<file path="src/rtl/exu_muldiv.sv">
// Iterative RV64M multiply/divide unit: shift-add multiply and restoring divide, one bit per cycle.
// Define YSYX_23060251_MUL_FAST_EN to replace the iterative multiply with a single-cycle product.
//
// state  | meaning
// S_IDLE | waiting for an operation, in_ready_o high
// S_MUL  | shift-add multiply, one multiplier bit per cycle
// S_DIV  | restoring divide, one quotient bit per cycle
// S_DONE | result held on result_o until out_ready_i
module exu_muldiv #(
    parameter int XLEN = 64
) (
    input  logic            clk,
    input  logic            rst_n,
    input  logic            in_valid_i,
    output logic            in_ready_o,
    input  logic [7:0]      op_i,
    input  logic [XLEN-1:0] src1_i,
    input  logic [XLEN-1:0] src2_i,
    input  logic [4:0]      rd_i,
    input  logic            flush_i,
    output logic            out_valid_o,
    input  logic            out_ready_i,
    output logic [XLEN-1:0] result_o,
    output logic [4:0]      rd_o,
    output logic [4:0]      busy_rd_o
);

    localparam int CW = $clog2(XLEN);

    typedef enum logic [1:0] {S_IDLE, S_MUL, S_DIV, S_DONE} state_t;

    state_t              r_state, w_state_nxt;
    logic [2*XLEN-1:0]   r_acc;
    logic [XLEN-1:0]     r_opnd;
    logic [CW-1:0]       r_cnt;
    logic                r_neg, r_sel_lo, r_sel_rem;
    logic [4:0]          r_rd;
    logic [XLEN-1:0]     r_result;

    logic                w_accept, w_op_mul, w_op_div, w_div0, w_ovf, w_div_special;
    logic                w_s1_neg, w_s2_neg, w_neg_in, w_last, w_ge;
    logic [XLEN-1:0]     w_mag1, w_mag2, w_special_res;
    logic [XLEN:0]       w_mul_sum, w_rem_sh;
    logic [XLEN+1:0]     w_diff;
    logic [XLEN-1:0]     w_rem_new, w_quo_rem, w_div_res, w_fin;
    logic [2*XLEN-1:0]   w_mul_next, w_div_next, w_step_next, w_prod_sgn;

    // op_i one-hot: [0]mul [1]mulh [2]mulhsu [3]mulhu [4]div [5]divu [6]rem [7]remu
    assign w_op_mul = |op_i[3:0];
    assign w_op_div = |op_i[7:4];
    assign w_accept = in_valid_i & (r_state == S_IDLE) & (|op_i) & ~flush_i;

    assign w_s1_neg = (op_i[1] | op_i[2] | op_i[4] | op_i[6]) & src1_i[XLEN-1];
    assign w_s2_neg = (op_i[1] | op_i[4] | op_i[6]) & src2_i[XLEN-1];
    assign w_mag1   = w_s1_neg ? -src1_i : src1_i;
    assign w_mag2   = w_s2_neg ? -src2_i : src2_i;
    assign w_neg_in = (op_i[6] | op_i[7]) ? w_s1_neg : (w_s1_neg ^ w_s2_neg);

    assign w_div0        = w_op_div & (src2_i == '0);
    assign w_ovf         = (op_i[4] | op_i[6]) & (src1_i == {1'b1, {(XLEN-1){1'b0}}}) & (&src2_i);
    assign w_div_special = w_div0 | w_ovf;
    assign w_special_res = w_div0 ? ((op_i[4] | op_i[5]) ? '1 : src1_i)
                                  : (op_i[4] ? src1_i : '0);

    // Multiply: accumulate into the upper half, shift the multiplier out of the lower half.
    assign w_mul_sum  = {1'b0, r_acc[2*XLEN-1:XLEN]} + (r_acc[0] ? {1'b0, r_opnd} : '0);
    assign w_mul_next = {w_mul_sum, r_acc[XLEN-1:1]};

    // Divide: remainder in the upper half, dividend shifts in and quotient bits fill the lower half.
    assign w_rem_sh   = r_acc[2*XLEN-1:XLEN-1];
    assign w_diff     = {1'b0, w_rem_sh} - {2'b0, r_opnd};
    assign w_ge       = ~w_diff[XLEN+1];
    assign w_rem_new  = w_ge ? w_diff[XLEN-1:0] : w_rem_sh[XLEN-1:0];
    assign w_div_next = {w_rem_new, r_acc[XLEN-2:0], w_ge};

    assign w_step_next = (r_state == S_MUL) ? w_mul_next : w_div_next;
    assign w_last      = (r_cnt == CW'(XLEN-1));

    assign w_prod_sgn = r_neg ? -w_step_next : w_step_next;
    assign w_quo_rem  = r_sel_rem ? w_step_next[2*XLEN-1:XLEN] : w_step_next[XLEN-1:0];
    assign w_div_res  = r_neg ? -w_quo_rem : w_quo_rem;
    assign w_fin      = (r_state == S_MUL)
                        ? (r_sel_lo ? w_prod_sgn[XLEN-1:0] : w_prod_sgn[2*XLEN-1:XLEN])
                        : w_div_res;

`ifdef YSYX_23060251_MUL_FAST_EN
    logic [2*XLEN-1:0] w_fast_prod, w_fast_sgn;
    logic [XLEN-1:0]   w_fast_res;
    assign w_fast_prod = {{XLEN{1'b0}}, w_mag1} * {{XLEN{1'b0}}, w_mag2};
    assign w_fast_sgn  = w_neg_in ? -w_fast_prod : w_fast_prod;
    assign w_fast_res  = op_i[0] ? w_fast_sgn[XLEN-1:0] : w_fast_sgn[2*XLEN-1:XLEN];
`endif

    always_comb begin
        w_state_nxt = r_state;
        case (r_state)
            S_IDLE: begin
                if (w_accept) begin
                    if (w_op_mul) begin
`ifdef YSYX_23060251_MUL_FAST_EN
                        w_state_nxt = S_DONE;
`else
                        w_state_nxt = S_MUL;
`endif
                    end else if (w_div_special) begin
                        w_state_nxt = S_DONE;
                    end else begin
                        w_state_nxt = S_DIV;
                    end
                end
            end
            S_MUL, S_DIV: if (w_last) w_state_nxt = S_DONE;
            S_DONE:       if (out_ready_i) w_state_nxt = S_IDLE;
            default:      w_state_nxt = S_IDLE;
        endcase
        if (flush_i) w_state_nxt = S_IDLE;
    end

    always_ff @(posedge clk or negedge rst_n) begin
        if (!rst_n) begin
            r_state   <= S_IDLE;
            r_acc     <= '0;
            r_opnd    <= '0;
            r_cnt     <= '0;
            r_neg     <= 1'b0;
            r_sel_lo  <= 1'b0;
            r_sel_rem <= 1'b0;
            r_rd      <= '0;
            r_result  <= '0;
        end else begin
            r_state <= w_state_nxt;
            if (w_accept) begin
                r_rd      <= rd_i;
                r_cnt     <= '0;
                r_neg     <= w_neg_in;
                r_sel_lo  <= op_i[0];
                r_sel_rem <= op_i[6] | op_i[7];
                r_opnd    <= w_op_mul ? w_mag1 : w_mag2;
                r_acc     <= {{XLEN{1'b0}}, (w_op_mul ? w_mag2 : w_mag1)};
                if (w_op_div && w_div_special) r_result <= w_special_res;
`ifdef YSYX_23060251_MUL_FAST_EN
                if (w_op_mul) r_result <= w_fast_res;
`endif
            end else if ((r_state == S_MUL || r_state == S_DIV) && !flush_i) begin
                r_acc <= w_step_next;
                r_cnt <= r_cnt + 1'b1;
                if (w_last) r_result <= w_fin;
            end
        end
    end

    // A flush in DONE suppresses the handoff in the same cycle.
    assign in_ready_o  = (r_state == S_IDLE);
    assign out_valid_o = (r_state == S_DONE) & ~flush_i;
    assign result_o    = r_result;
    assign rd_o        = r_rd;
    assign busy_rd_o   = (r_state == S_IDLE) ? 5'd0 : r_rd;

endmodule

</file>
<file path="config.mk">
export PLATFORM = sky130hd
export DESIGN_NAME = exu_muldiv
export DESIGN_NICKNAME = d
export VERILOG_FILES = /design/src/rtl/exu_muldiv.sv
export SDC_FILE = /design/constraint.sdc
export NUM_CORES = 2
export LEC_CHECK = 0
export CORE_UTILIZATION = 33
export CTS_BUF_LIST = sky130_fd_sc_hd__clkbuf_8
export CTS_CLUSTER_DIAMETER = 120
export DETAILED_ROUTE_END_ITERATION = 10
export PLACE_DENSITY_LB_ADDON = 0.25
export SLEW_MARGIN = 25
export SYNTH_ARGS = -nofsm -noshare
export SYNTH_HDL_FRONTEND = slang
export SYNTH_SLANG_ARGS = --single-unit
</file>
<file path="constraint.sdc">
create_clock -name clk -period 7.6 [get_ports clk]
set_input_delay 1.14 -clock clk [delete_from_list [all_inputs] [get_ports clk]]
set_output_delay 1.14 -clock clk [all_outputs]
set_load 0.05 [all_outputs]
</file>
* Word level (Yosys, flattened, before mapping)
Index checks and enable logic that the tools add are counted.
Word-level totals: register bits after elaboration 272
Cells by class: add/subtract/negate cells 7, equal/unequal tests 9, muxes and demuxes 32, bitwise logic cells 21, reductions and logical operators 15
Operators with widths (number):
- 64-bit 2-to-1 mux | 17
- 128-bit 2-to-1 mux | 4
- 64-bit negator | 3
- 128-bit negator | 1
- 65-bit by 64-bit subtractor with 66-bit output | 1
- 64-bit by 64-bit adder with 65-bit output | 1
- 64-bit equality test (second input constant) | 1
- 64-bit zero test | 1
- 64-bit AND reduction | 1
- 6-bit 2-to-1 mux | 2
- 2-bit 2-to-1 mux | 5
- 1-bit AND | 9
- 1-bit bitwise OR | 9
- 4-bit OR reduction | 2
- 8-bit OR reduction | 1
- 6-bit by 1-bit adder with 6-bit output (second input constant) | 1
- 6-bit equality test (second input constant) | 1
- 3-bit inequality test (second input constant) | 2
- 2-bit one-hot mux with 3 select lines | 1
- 3-bit AND reduction | 2
- 5-bit 2-to-1 mux | 1
- 2-bit equality test (second input constant) | 2
- 2-bit nonzero test | 2
- 3-bit by 1-bit inequality test with 1-bit output (second input constant) | 1
- other kinds (10) | 13

* Logic depth before layout (Yosys ltp)
depth in word-level cells 10, gate-level depth with buffers 32, gate-level depth less buffers 23

* Least setup slack after synthesis
No wires, ideal clock.
path type register to register, start register r_state[1], end register r_result[42] (netlist: result_o[42]), data arrival time 6422 ps, data required time 7467 ps, slack 1045 ps, cell stages (with the launch flop) 31, path buffers 14, period minus slack after synthesis 6555 ps, cell sequence dfrtp_1 -> inv_1 -> ha_1 -> buf_6 -> buf_6 -> buf_6 -> buf_6 -> buf_6 -> buf_6 -> buf_6 -> buf_2 -> buf_4 -> buf_4 -> buf_2 -> buf_2 -> buf_2 -> buf_1 -> mux2i_1 -> ha_1 -> o21ai_0 -> or4b_1 -> or4_4 -> nor2_1 -> nand2_1 -> or3_1 -> nor4_1 -> nand2b_1 -> o31ai_1 -> xor2_1 -> o211ai_1 -> o211ai_1
On the way: longest elaborated chain between the ends 9
Ends and longest elaborated chain:
- from (decl) | line 32 | state_t r_state, w_state_nxt;
- from (signal assigned) | line 131 | r_state <= w_state_nxt;
- 2-bit by 1-bit equality test with 1-bit output | line 76, 82, 144
- 128-bit 2-to-1 mux | line 76 | assign w_step_next = (r_state == S_MUL) ? w_mul_next : w_div_next;
- 128-bit negator or 64-bit 2-to-1 mux (tied branches) | line 79, 80
- 128-bit 2-to-1 mux or 64-bit negator (tied branches) | line 79, 81
- 64-bit 2-to-1 mux (on tied branches) | line 83, 81
- 64-bit 2-to-1 mux | line 83 | ? (r_sel_lo ? w_prod_sgn[XLEN-1:0] : w_prod_sgn[2*XLEN-1:XLEN])
- 64-bit 2-to-1 mux | line 147 | if (w_last) r_result <= w_fin;
- 64-bit 2-to-1 mux | line 144 | end else if ((r_state == S_MUL || r_state == S_DIV) && !flush_i) begin
- 64-bit 2-to-1 mux | line 132 | if (w_accept) begin
- to (signal assigned) | line 140 | if (w_op_div && w_div_special) r_result <= w_special_res;
- to (signal assigned) | line 147
- to (decl) | line 38 | logic [XLEN-1:0] r_result;
Several ways; a longest one is shown, not always the timed one. The select of a mux whose other input is x is not followed. A chain may end at the register's enable or synchronous reset.

* Worst setup path after layout
start register r_acc[121], end register r_result[58] (netlist: result_o[58])
On the way: longest elaborated chain between the ends 10
Ends and longest elaborated chain:
- from (decl) | line 33 | logic [2*XLEN-1:0] r_acc;
- from (signal assigned) | line 139 | r_acc <= {{XLEN{1'b0}}, (w_op_mul ? w_mag2 : w_mag1)};
- from (signal assigned) | line 145 | r_acc <= w_step_next;
- 65-bit by 64-bit subtractor with 66-bit output | line 71 | assign w_diff = {1'b0, w_rem_sh} - {2'b0, r_opnd};
- 64-bit 2-to-1 mux or 1-bit NOT (tied branches) | line 73, 72
- 128-bit 2-to-1 mux * | line 76
- 128-bit negator or 64-bit 2-to-1 mux (tied branches) | line 79, 80
- 128-bit 2-to-1 mux or 64-bit negator (tied branches) | line 79, 81
- 64-bit 2-to-1 mux (on tied branches) | line 83, 81
- 64-bit 2-to-1 mux * | line 83
- 64-bit 2-to-1 mux * | line 147
- 64-bit 2-to-1 mux * | line 144
- 64-bit 2-to-1 mux * | line 132
Mark *: on every way between the ends. The rest lies on a longest branch, timed or not. The select of a mux whose other input is x is not followed.

==> flow_metrics.tcl <==
set metrics [dict create \
    hpwl_um 167000 \
    track_usage 0.360 \
    ys.flop_type "dfrtp_1" \
    syn_avg_cell_area_um2 6.99 \
    ys_async_sr_fraction 1.00 \
    fin_setup_tns_ns 0 \
    cts_buffer_depth 3 \
    wl_per_cell_um 30.5 \
    via_count 43000 \
    routed_via_density 6.31 \
    post-cts-setup-buffers 0 \
    coreArea_um2 109000 \
    grt_max_degree 139 \
    grt_pass1_vias 39600 \
    grt_antenna_before_repair 11 \
    synth-seq-cells 272 \
    layout_common_cells "655 x nand2_1, 546 x a21oi_1, 473 x nor2_1" \
    fin_skew_ns 0.0406 \
    worst_pin_slew_ns 1.15 \
    wl_um 208000 \
    critical_path_class "reg2reg" \
    start_util 0.334 \
    place_congestion 1.05 \
    rows 121 \
    rsz0062_at_grt "no" \
    irDropWorstVdd_v 0.000222 \
    synth_edf_count 0 \
    path_clk_slew_ns 0.07 \
    startpoint_type "flop" \
    setup_violations 0 \
    dp.cells 6708 \
    dr.pass1.iters 6 \
    path_cells "ha_1, a21oi_4, o21ai_2, a2111oi_2, o21ai_1, or2_4, o31ai_2, ha_1, o21ai_0, or4b_1, or4_4, nor2_1, nand2_1, or3_1, nor4_1, nand2b_1, o41ai_2, xnor2_1, o2111ai_1, nand2_1" \
    cts.sink_count 272 \
    cts_tree "built" \
    period_needed_ns 7.24 \
    hold_violations 0 \
    final_core_util 0.380 \
    p_leak_nw 15.7 \
    syn_inst 5222 \
    worstSetupEndpointType "flop" \
    die_x_um 335 \
    path_delay_family "simple AND/OR/NAND/NOR gates" \
    ys_warn_count 0 \
    drt_iter0_drc 5666 \
    io_pins 222 \
    max_stage_delay_ns 0.73 \
    slew_headroom 0.223 \
    outcome "complete, no violations" \
    ctsRootBufferMaster "clkbuf_8" \
    power_density_nw_per_um2 558 \
    fin_cells 6809 \
    portBuffers 221 \
    cpMaxStageDelayCell "or4b_1" \
    grt_overflow_total 0 \
    crit_buf_inv 0 \
    arrival_ns 7.81 \
    drc_errors 0 \
    netlist_area_um2 36500 \
    critPathRequiredTime_ns 8.17 \
    cp_max_fo 17 \
    die_h_um 335 \
    finalNetCount 5573 \
    drive_gt1_frac 0.0799 \
    postCtsHoldBufs 0 \
    nFillCells 11900 \
    syn_nets 5507 \
    grt_pass1_wl_um 294000 \
    fin_crit_sh 0.952 \
    slew_violations 0 \
    post_cts_resized 0 \
    cts.htree.levels 2 \
    area_delta_synth_final_pct 13.9 \
    insertion_delay_ns 0.72 \
    ant_nets 0 \
    maxCapViolCount 0 \
    synth_cell_type_count 121 \
    hp-class "in2async" \
    cts_inserted_buffers 54 \
    final_common_cell "nand2_1" \
    fmax_mhz 138 \
    synth_seq_area_share 0.186 \
    dieArea_um2 112000 \
]
-- metal layers --
layer	up-vias	track usage	wire (um)
met2	2287	0.522	85600
met4	0	0.146	9870
met5	-	0	0
met3	314	0.0769	20600
met1	20900	0.511	92000
li1	19400	-	-
-- cells in the mapped netlist (25+ instances only) --
library cell,count,area [um^2]
a21oi_1,546,2730
clkbuf_1,254,953
o211ai_1,171,1280
o21a_1,45,338
o21ai_1,25,125
and3_1,39,244
mux2i_1,99,991
dfrtp_1,272,6810
xnor2_1,180,1580
nor3b_1,25,188
and2_1,95,594
inv_1,120,450
or3_1,59,369
o21ai_0,443,2220
nor2_1,478,1790
xor2_1,134,1170
nand2b_1,44,275
a211oi_1,61,458
or4_1,31,233
mux2_2,37,417
ha_1,137,1710
a21o_1,58,435
buf_2,46,230
nand4_1,106,663
nand3_1,127,636
nor4_1,52,325
nor3_1,177,886
nand2_1,655,2460
buf_1,39,146
o31ai_1,78,586
a31oi_1,65,407
-- path summary, 6_finish.rpt --
kind                         startpoint           end  slack, ns  depth (start not counted)
max in group asynchronous         rst_n      r_sel_lo       5.69                          2
max                          r_acc[121]  result_o[58]       0.36                         20
max reg2reg                  r_acc[121]  result_o[58]       0.36                         20
min                               rst_n      r_acc[7]       0.35                          1
min in group clk           result_o[13]  result_o[13]       0.48                          2
min reg2reg                result_o[13]  result_o[13]       0.48                          2
-- report_power, final --
group	internal (mW)	switching, mW	total, mW
combinational	5.89	12.9	18.8
clock	0.924	0.792	1.72
sequential	1.92	0.715	2.64
-- logic make-up after synthesis --
family	share of synthesized area
xor+xnor	0.0753
fa+ha+maj	0.0480
mux	0.0409
buf+inv	0.0580
compound gates	0.322
flops	0.186
simple gates	0.269
-- per-stage QoR --
step           instance area, um^2  setup slack (ns)  total power, mW  hold WS [ns]
6_report                     41600             0.363             23.2         0.355
5_1_grt                      41600             0.193             24.2         0.402
4_1_cts                      41500             0.510             22.4         0.364
3_5_place_dp                 40400             0.573             20.6         0.466
3_3_place_gp                 40400             0.549             20.7         0.457
2_1_floorplan                36500              1.04             13.8         0.475
-- state kept, by name, summed over array words and instances, names as in the netlist --
register,cells
r_acc,128
r_cnt,6
r_neg,1
r_opnd,64
r_sel_lo,1
r_sel_rem,1
r_state,2
rd_o,5
result_o,64
-- layout make-up --
cell class                 instances  area (um^2)  share of cell area
antenna                            3         7.51            0.000181
clock buffer                      63          867              0.0209
clock inverter                    35          288             0.00692
inverter                         123          464              0.0112
multi-input combinational       4454        27700               0.667
sequential                       272         6820               0.164
tap                             1476         1850              0.0444
timing repair buffer             383         3560              0.0856
No activity file was read; power rests on OpenSTA's default activity.
